<file path="config.mk">
export PLATFORM = sky130hd
export DESIGN_NAME = decoder_and_synth
export DESIGN_NICKNAME = d
export VERILOG_FILES = /design/src/rtl/decoder_and_synth.sv
export SDC_FILE = /design/constraint.sdc
export NUM_CORES = 1
export LEC_CHECK = 0
export BUFFER_PORTS_ARGS = -buffer_cell sky130_fd_sc_hd__buf_2
export CORE_MARGIN = 2
export CORE_UTILIZATION = 40
export CTS_CLUSTER_DIAMETER = 200
export DETAILED_ROUTE_END_ITERATION = 10
export SYNTH_ARGS = -nofsm -noshare
export SYNTH_HDL_FRONTEND = slang
export SYNTH_SLANG_ARGS = --single-unit
</file>
<file path="constraint.sdc">
create_clock -name Clock -period 4.1 [get_ports Clock]
set_input_delay 0.615 -clock Clock [delete_from_list [all_inputs] [get_ports Clock]]
set_output_delay 0.615 -clock Clock [all_outputs]
set_load 0.05 [all_outputs]
</file>
<file path="src/rtl/decoder_and_synth.sv">
`default_nettype none
// ============================================================================
// Module   : decoder_and_synth
// Brief    : Captures PS/2 scan codes on the keyboard clock fall, decodes 13
//            keys to a chromatic octave (C4..C5) and synthesizes a 50% duty
//            square-wave tone for the mono audio amplifier and PMOD JA.
// Revision : 1.0 - initial release
// ============================================================================
module decoder_and_synth #(
   parameter int unsigned CLK_HZ = 100_000_000,
   parameter int unsigned CNT_W  = 20
) (
   input  logic       Clock,
   input  logic       btnCpuReset,
   input  logic       KClock,
   input  logic [7:0] KeyCode,
   input  logic       Flag,
   output logic       JA,
   output logic       ampPWM,
   output logic       ampSD
);

   // Half-period in Clock cycles for a note given in centi-Hz, rounded half up.
   function automatic logic [CNT_W-1:0] calcHp(input logic [63:0] fCenti);
      logic [63:0] num;
      num = 64'(CLK_HZ) * 64'd100 + fCenti;
      return CNT_W'(num / (64'd2 * fCenti));
   endfunction

   localparam logic [CNT_W-1:0] c_HP_C4  = calcHp(64'd26163);
   localparam logic [CNT_W-1:0] c_HP_CS4 = calcHp(64'd27718);
   localparam logic [CNT_W-1:0] c_HP_D4  = calcHp(64'd29366);
   localparam logic [CNT_W-1:0] c_HP_DS4 = calcHp(64'd31113);
   localparam logic [CNT_W-1:0] c_HP_E4  = calcHp(64'd32963);
   localparam logic [CNT_W-1:0] c_HP_F4  = calcHp(64'd34923);
   localparam logic [CNT_W-1:0] c_HP_FS4 = calcHp(64'd36999);
   localparam logic [CNT_W-1:0] c_HP_G4  = calcHp(64'd39200);
   localparam logic [CNT_W-1:0] c_HP_GS4 = calcHp(64'd41530);
   localparam logic [CNT_W-1:0] c_HP_A4  = calcHp(64'd44000);
   localparam logic [CNT_W-1:0] c_HP_AS4 = calcHp(64'd46616);
   localparam logic [CNT_W-1:0] c_HP_B4  = calcHp(64'd49388);
   localparam logic [CNT_W-1:0] c_HP_C5  = calcHp(64'd52325);

   // Scan code (set 2) to half-period; zero marks a key outside the octave.
   function automatic logic [CNT_W-1:0] decodeHp(input logic [7:0] code);
      case (code)
         8'h0D:   return c_HP_C4;
         8'h16:   return c_HP_CS4;
         8'h15:   return c_HP_D4;
         8'h1E:   return c_HP_DS4;
         8'h1D:   return c_HP_E4;
         8'h24:   return c_HP_F4;
         8'h25:   return c_HP_FS4;
         8'h2D:   return c_HP_G4;
         8'h2E:   return c_HP_GS4;
         8'h2C:   return c_HP_A4;
         8'h36:   return c_HP_AS4;
         8'h35:   return c_HP_B4;
         8'h3C:   return c_HP_C5;
         default: return '0;
      endcase
   endfunction

   logic             r_kSync1;
   logic             r_kSync2;
   logic             r_kPrev;
   logic [7:0]       r_keyReg;
   logic             r_brkReg;
   logic [CNT_W-1:0] r_cnt;
   logic             r_tone;

   logic             w_kFall;
   logic [CNT_W-1:0] w_hp;
   logic [CNT_W-1:0] w_newHp;
   logic             w_active;
   logic             w_pitchChange;

   assign w_kFall       = r_kPrev & ~r_kSync2;
   assign w_hp          = decodeHp(r_keyReg);
   assign w_newHp       = decodeHp(KeyCode);
   assign w_active      = (w_hp != '0) & ~r_brkReg;
   // A capture that changes pitch restarts the phase on the capture edge itself.
   assign w_pitchChange = w_kFall & (w_newHp != w_hp);

   // Bring the keyboard clock into the Clock domain and keep a delayed copy for edge detection.
   always_ff @(posedge Clock or negedge btnCpuReset) begin
      if (!btnCpuReset) begin
         r_kSync1 <= 1'b0;
         r_kSync2 <= 1'b0;
         r_kPrev  <= 1'b0;
      end else begin
         r_kSync1 <= KClock;
         r_kSync2 <= r_kSync1;
         r_kPrev  <= r_kSync2;
      end
   end

   // Latch scan code and break flag on each synchronized keyboard clock fall.
   always_ff @(posedge Clock or negedge btnCpuReset) begin
      if (!btnCpuReset) begin
         r_keyReg <= 8'h00;
         r_brkReg <= 1'b0;
      end else if (w_kFall) begin
         r_keyReg <= KeyCode;
         r_brkReg <= Flag;
      end
   end

   // Half-period counter and tone flop; held at zero while silent or on a pitch change.
   always_ff @(posedge Clock or negedge btnCpuReset) begin
      if (!btnCpuReset) begin
         r_cnt  <= '0;
         r_tone <= 1'b0;
      end else if (!w_active || w_pitchChange) begin
         r_cnt  <= '0;
         r_tone <= 1'b0;
      end else if (r_cnt == w_hp - CNT_W'(1)) begin
         r_cnt  <= '0;
         r_tone <= ~r_tone;
      end else begin
         r_cnt  <= r_cnt + CNT_W'(1);
      end
   end

   // Registered amplifier drive and enable.
   always_ff @(posedge Clock or negedge btnCpuReset) begin
      if (!btnCpuReset) begin
         ampPWM <= 1'b0;
         ampSD  <= 1'b0;
      end else begin
         ampPWM <= r_tone & w_active;
         ampSD  <= w_active;
      end
   end

   assign JA = ampPWM;

endmodule
`default_nettype wire

</file>
==> reports/metrics.yaml, run 1 <==
clock_network:
  cts_resized: 0
  htreeDepth: 2
  cts_root_buf: "clkbuf_8"
  cts_made_buffers: 5
  cts_setup_buffers: 0
  ctsHoldBuffers: 0
  cts.sinks: 35
  clk_latency_ns: 0.30
  clk_pin_slew_ns: 0.09
  clockBufferDepth: 2
  cts_tree: "yes"
floorplanning:
  start_util_pct: 41.0
  chipWidth_um: 107
  io_pins: 15
  die_y_um: 107
  rows: 37
  dieArea_um2: 11400
  core_um2: 10300
cells_and_area:
  syn_to_final_growth_pct: 6.41
  drive_gt1_share_pct: 20.0
  n_antenna_cell: 0
  layout.nets: 540
  num-fill-cells: 1035
pwr:
  peakVddDrop_mv: 0.254
  leakage_uw: 0.00168
  power_density_nw_per_um2: 282
sta:
  tightest_slew_ns: 0.812
  slew_violations: 0
  finClkSkew_ns: 0.0157
  hold_viol_final: 0
  rsz0062_at_grt: "no"
  max-slew-margin-rel_pct: 45.9
  min_period_ns: 3.81
  period_share_pct: 92.9
  fmax_ghz: 0.262
  fin_ws_ns: 0.290
  finalSetupTns_ns: 0
  setup_viol: 0
global_route:
  grt_pass1_wl_um: 19600
  grt_pass1_vias: 3747
  grt_max_degree: 36
  grt.total_usage_pct: 21.3
  antenna_found_initial: 0
  overflow: 0
critical_path:
  worstPathMaxFanout: 20
  worstPathRequired_ns: 4.27
  critical_path_arrival_ns: 3.98
  cp_slowest_cell: "dfrtp_1"
  slowest_delay_ns: 0.72
  cpMostUsedCell: "nand4_1"
  cp-end-kind: "flop"
  startpoint_type: "flop"
  crit_type: "reg -> reg"
  cp_cell_sequence: "buf_4 -> nor2b_1 -> o311ai_1 -> a31o_2 -> nand4_1 -> nor3b_1 -> nor4_1 -> nand4_1 -> a2111oi_4 -> buf_12 -> nor3_2"
logic_synthesis:
  syn-num-nets: 534
  synth.yosys.warnings: 0
  yosysUniqueCellTypes: 84
  syn_inst: 512
  ys_seq_elements: 35
  async_reset_ff_share_pct: 100
  synth_edf_count: 0
  syn_area_per_cell_um2: 8.28
  synth-main-ff-cell: "dfrtp_1"
  yosysSeqAreaShare_pct: 20.7
  netlist_area_um2: 4240
place:
  dpl.hpwl_um: 8910
  post-place-ws_ns: 0.226
  io_buffer_count: 14
  globalplace.congestion: 0.977
detailed_routing:
  first_pass_iters: 6
  num_vias: 3956
  first_iter_violations: 381
  ant_nets: 0
  routed_wl_um: 11900
  wl_per_cell_um: 18.1
  vias_per_cell: 6.04
  drc: 0
worst_hold_path:
  hp-class: "reg -> reg"
run_status:
  outcome: "finished, final reports clean"
job:
  drv_cap: 0
==> routing by layer <==
| layer | global-route usage (%) | vias to the layer above | share of wire (%) |
|---|---|---|---|
| met1 | 30.4 | 1878 | 46 |
| met2 | 34.1 | 150 | 46 |
| li1 | - | 1905 | - |
| met5 | 0 | - | 0 |
| met3 | 2.80 | 23 | 6.2 |
| met4 | 5.47 | 0 | 1.9 |
==> logic make-up (layout without fill, tap and decap cells) <==
kind of cell | count (synthesis) | in the layout | synth area share, %
flip-flops | 35 | 35 | 20.7
AO/OA/AOI/OAI | 130 | 130 | 22.9
multiplexers | 19 | 19 | 4.81
adder cells (fa/ha/maj) | 10 | 10 | 2.95
buffers and inverters | 50 | 57 | 6.88
XOR/XNOR | 49 | 49 | 10.1
AND/OR/NAND/NOR | 219 | 219 | 31.7
==> report_power, final <==
part | switching (uW) | internal (uW)
Clock | 143 | 118
Combinational | 371 | 232
Sequential | 40.7 | 366
Total | 554 | 716
==> cell type report <==
class / count / area [um2] / area share [%]
multi-input combinational: 427 / 3080 / 68.4
sequential: 35 / 877 / 19.5
timing repair buffer: 34 / 233 / 5.16
tap: 136 / 170 / 3.77
clock buffer: 5 / 68.8 / 1.53
inverter: 15 / 56.3 / 1.25
clock inverter: 3 / 20.0 / 0.444
==> worst max-delay path, delay by kind of cell, from the launching register on <==
kind                   cells  cell delay [ns]
AOI/OAI and AO/OA          3             1.29
and+or+nand+nor            6             1.14
buffers and inverters      2             0.51
DFF                        1             0.72
==> synth_stat cells (all sizes together), types with 4 or more instances <==
master / n / area (um2)
nand2: 42 / 160
dfrtp: 35 / 876
nor3: 31 / 267
nor2: 27 / 104
xnor2: 25 / 219
o21ai: 24 / 120
xor2: 24 / 210
nand3: 22 / 115
buf: 21 / 183
a21oi: 20 / 100
nand2b: 17 / 106
inv: 15 / 56.3
and2: 14 / 87.6
clkbuf: 14 / 52.6
mux2: 11 / 124
a31oi: 10 / 68.8
ha: 10 / 125
nand4: 10 / 62.6
a211oi: 8 / 72.6
a21o: 8 / 60.1
mux2i: 8 / 80.1
and3: 7 / 43.8
o211ai: 7 / 52.6
nor2b: 6 / 37.5
nor3b: 6 / 50.1
nor4: 6 / 58.8
o31ai: 6 / 50.1
or2: 6 / 37.5
nand3b: 5 / 37.5
a2bb2oi: 4 / 35.0
o2111ai: 4 / 35.0
o221a: 4 / 45.0
==> sequential cells by signal, indices dropped and copies added (netlist names) <==
signal    count
JA            1
r_cnt        20
r_keyReg      8
r_kPrev       1
ampSD         1
r_kSync2      1
r_tone        1
r_brkReg      1
r_kSync1      1
==> layout by cell type (no fill, tap or decap), types with 8 or more instances in the layout <==
| cell | synthesis | final |
|---|---|---|
| nand2b_1 | 17 | 17 |
| nand3_1 | 21 | 21 |
| buf_4 | 4 | 19 |
| nor2_1 | 26 | 26 |
| nand4_1 | 10 | 10 |
| mux2_2 | 11 | 11 |
| nor3_2 | 20 | 20 |
| mux2i_1 | 8 | 8 |
| a31oi_1 | 9 | 9 |
| xnor2_1 | 25 | 25 |
| nor3_1 | 10 | 10 |
| buf_2 | 9 | 14 |
| ha_1 | 10 | 8 |
| o21ai_0 | 18 | 18 |
| and2_1 | 14 | 14 |
| a21o_1 | 8 | 8 |
| nand2_1 | 41 | 41 |
| dfrtp_1 | 35 | 34 |
| inv_1 | 15 | 15 |
| xor2_1 | 24 | 24 |
| a21oi_1 | 20 | 20 |
==> through the flow <==
step | instances | total power, uW | hold slack [ns] | instance area (um2) | utilization (%)
global route | 655 | 1340 | 0.370 | 4510 | 43.7
floorplan | 512 | 862 | 0.319 | 4240 | -
CTS | 655 | 1260 | 0.363 | 4500 | 43.6
global placement | 647 | 994 | 0.343 | 4410 | 42.7
finish | 655 | 1270 | 0.360 | 4510 | 43.7
detailed placement | 647 | 998 | 0.336 | 4410 | 42.7
==> worst paths after layout <==
path	start	end	slack, ns	cells after the start
max reg2reg	r_keyReg[4]	r_cnt[11]	0.29	11
min reg2reg	r_kSync1	r_kSync2	0.36	0
max	r_keyReg[4]	r_cnt[11]	0.29	11
min in group asynchronous	btnCpuReset	r_cnt[10]	0.40	1
min	r_kSync1	r_kSync2	0.36	0
max in group asynchronous	btnCpuReset	r_keyReg[3]	3.15	1
Power figures use the tool's default switching activity.
==> run 2, diff against run 1 <==
CORE_UTILIZATION = 50   (was 40)
PLACE_DENSITY = 0.67   (was default)
==> run 2 against run 1 <==
Compared with the run above:
- sequential power hardly changed
- clock power is 26% higher
- sequential share of layout area up 0.16 points
- flip-flop and latch count did not move
- combinational power decreased by 1%
- critical path type unchanged
- critical endpoint is now r_cnt[4]
==> reports/metrics.yaml, run 2 (synthesis gave the netlist of run 1 again) <==
worst_hold_path:
  hold_end: "r_kSync2"
  hold_path_startpoint: "r_kSync1"
  whs_path_depth: 0
  hp-class: "reg -> reg"
sta:
  hold_viol_final: 0
  rsz0062_at_grt: "no"
  finalSetupTns_ns: 0
  setup_viol: 0
  hold_ws_ns: 0.359
  fmax_ghz: 0.265
  tightest_slew_ns: 0.823
  slew_violations: 0
  fin_ws_ns: 0.325
  finClkSkew_ns: 0.00685
  max-slew-margin-rel_pct: 45.1
  min_period_ns: 3.77
  period_share_pct: 92.1
cells_and_area:
  final_cell_mix: "nand2_1, dfrtp_1, nor2_1"
  final_cell_area_um2: 4470
  largest_reg_flops: 20
  drive_gt1_share_pct: 19.4
  layout.nets: 537
  n_antenna_cell: 0
  layout_commonest_cell: "nand2_1"
  biggestRegsByFlops: "r_cnt (20), r_keyReg (8)"
  regMostFlops: "r_cnt"
  syn_to_final_growth_pct: 5.40
detailed_routing:
  routed_wl_um: 11800
  first_iter_violations: 339
  vias_per_cell: 6.51
  ant_nets: 0
  drc: 0
  wl_per_cell_um: 19.1
  first_pass_iters: 5
  num_vias: 4043
run_status:
  outcome: "finished, final reports clean"
place:
  dpl_cell_area_um2: 4350
  dpl.hpwl_um: 8780
  post-place-ws_ns: 0.183
  io_buffer_count: 14
  globalplace.congestion: 0.951
clock_network:
  cts_tree: "yes"
  cts_made_buffers: 5
  htreeDepth: 2
  cts_setup_buffers: 0
  clockBufferDepth: 2
  clk_pin_slew_ns: 0.08
  cts_root_buf: "clkbuf_8"
  clk_latency_ns: 0.30
  cts.sinks: 35
critical_path:
  slowest_delay_ns: 0.41
  rr_worst_depth: 15
  worstPathRequired_ns: 4.28
  startpoint_type: "flop"
  crit_family: "compound AO/OA/AOI/OAI gates"
  crit_type: "reg -> reg"
  ff2ff_setup_slack_ns: 0.33
  cp_slowest_cell: "dfrtp_1"
  reg2reg_to: "r_cnt[4]"
  reg2reg_from: "r_keyReg[0]"
  cp_cell_sequence: "inv_1 -> ha_2 -> and4_1 -> o31ai_1 -> o21bai_1 -> ha_2 -> and2_1 -> o221a_2 -> a21o_2 -> nand3_2 -> nor4_2 -> nor2_1 -> a2111oi_4 -> buf_12 -> nor3_2"
  path_buf_inv: 2
  worstPathMaxFanout: 20
  critical_path_arrival_ns: 3.95
  cpMostUsedCell: "ha_2"
  cp-end-kind: "flop"
global_route:
  grt.total_usage_pct: 26.6
  grt_pass1_wl_um: 19100
  grt_max_degree: 36
  antenna_found_initial: 0
  overflow: 0
  grt_pass1_vias: 3744
pwr:
  peakVddDrop_mv: 0.292
  leakage_uw: 0.00169
  power_density_nw_per_um2: 298
floorplanning:
  die_y_um: 96.1
  core_um2: 8220
  chipWidth_um: 96.1
  rows: 33
  io_pins: 15
  dieArea_um2: 9230
  start_util_pct: 51.6
job:
  drv_cap: 0
run 2: worst register-to-register path, cell delays in order, from the launching register on:
cell	delay, ns
dfrtp_1	0.41
inv_1	0.11
ha_2	0.36
and4_1	0.20
o31ai_1	0.31
o21bai_1	0.22
ha_2	0.29
and2_1	0.14
o221a_2	0.19
a21o_2	0.18
nand3_2	0.12
nor4_2	0.33
nor2_1	0.11
a2111oi_4	0.38
buf_12	0.23
nor3_2	0.07
run 2: how the worst max path moves through the flow:
stage,startpoint,end,slack [ns],depth (start not counted)
6_report,r_keyReg[0],r_cnt[4],0.33,15
5_1_grt,r_keyReg[0],r_cnt[5],0.07,16
4_1_cts,r_keyReg[0],r_cnt[11],0.17,16
3_5_place_dp,r_keyReg[0],r_cnt[11],0.18,16
3_3_place_gp,r_keyReg[0],r_cnt[1],0.32,16
2_1_floorplan,r_keyReg[1],r_cnt[19],0.45,16
run 2: layout make-up:
class,count,area [um2]
Multi-Input combinational cell,427,3080
Clock inverter,3,43.8
Sequential cell,35,876
Clock buffer,5,68.8
Inverter,15,56.3
Timing Repair Buffer,31,210
Fill cell,787,3750
Tap cell,105,131
run 2: power breakdown:
part	total, uW	leakage (uW)	internal [uW]	switching [uW]
logic	596	0.00117	228	368
clock network	328	0.0000581	181	146
registers	405	0.000463	365	40.1
run 2: per-stage QoR:
| step | total power [uW] | cells | utilization, % |
|---|---|---|---|
| floorplan | 862 | 512 | - |
| global placement | 983 | 613 | 52.9 |
| detailed placement | 991 | 613 | 52.9 |
| CTS | 1320 | 621 | 54.3 |
| global route | 1400 | 621 | 54.4 |
| finish | 1330 | 621 | 54.4 |
run 2: what timing repair did:
action | CTS | global route
hold buffers | 0 | 0
endpoints found under the setup margin | 0 | 21
gates resized for setup | 0 | 3
run 2: metal layers:
| layer | share of wire, % | wire length, um | up-vias | GRT usage [%] |
|---|---|---|---|---|
| li1 | - | - | 1892 | - |
| met1 | 45 | 5340 | 1923 | 36.8 |
| met2 | 46 | 5470 | 187 | 42.6 |
| met3 | 6.1 | 720 | 41 | 3.92 |
| met4 | 2.6 | 302 | 0 | 8.57 |
| met5 | 0 | 0 | - | 0 |
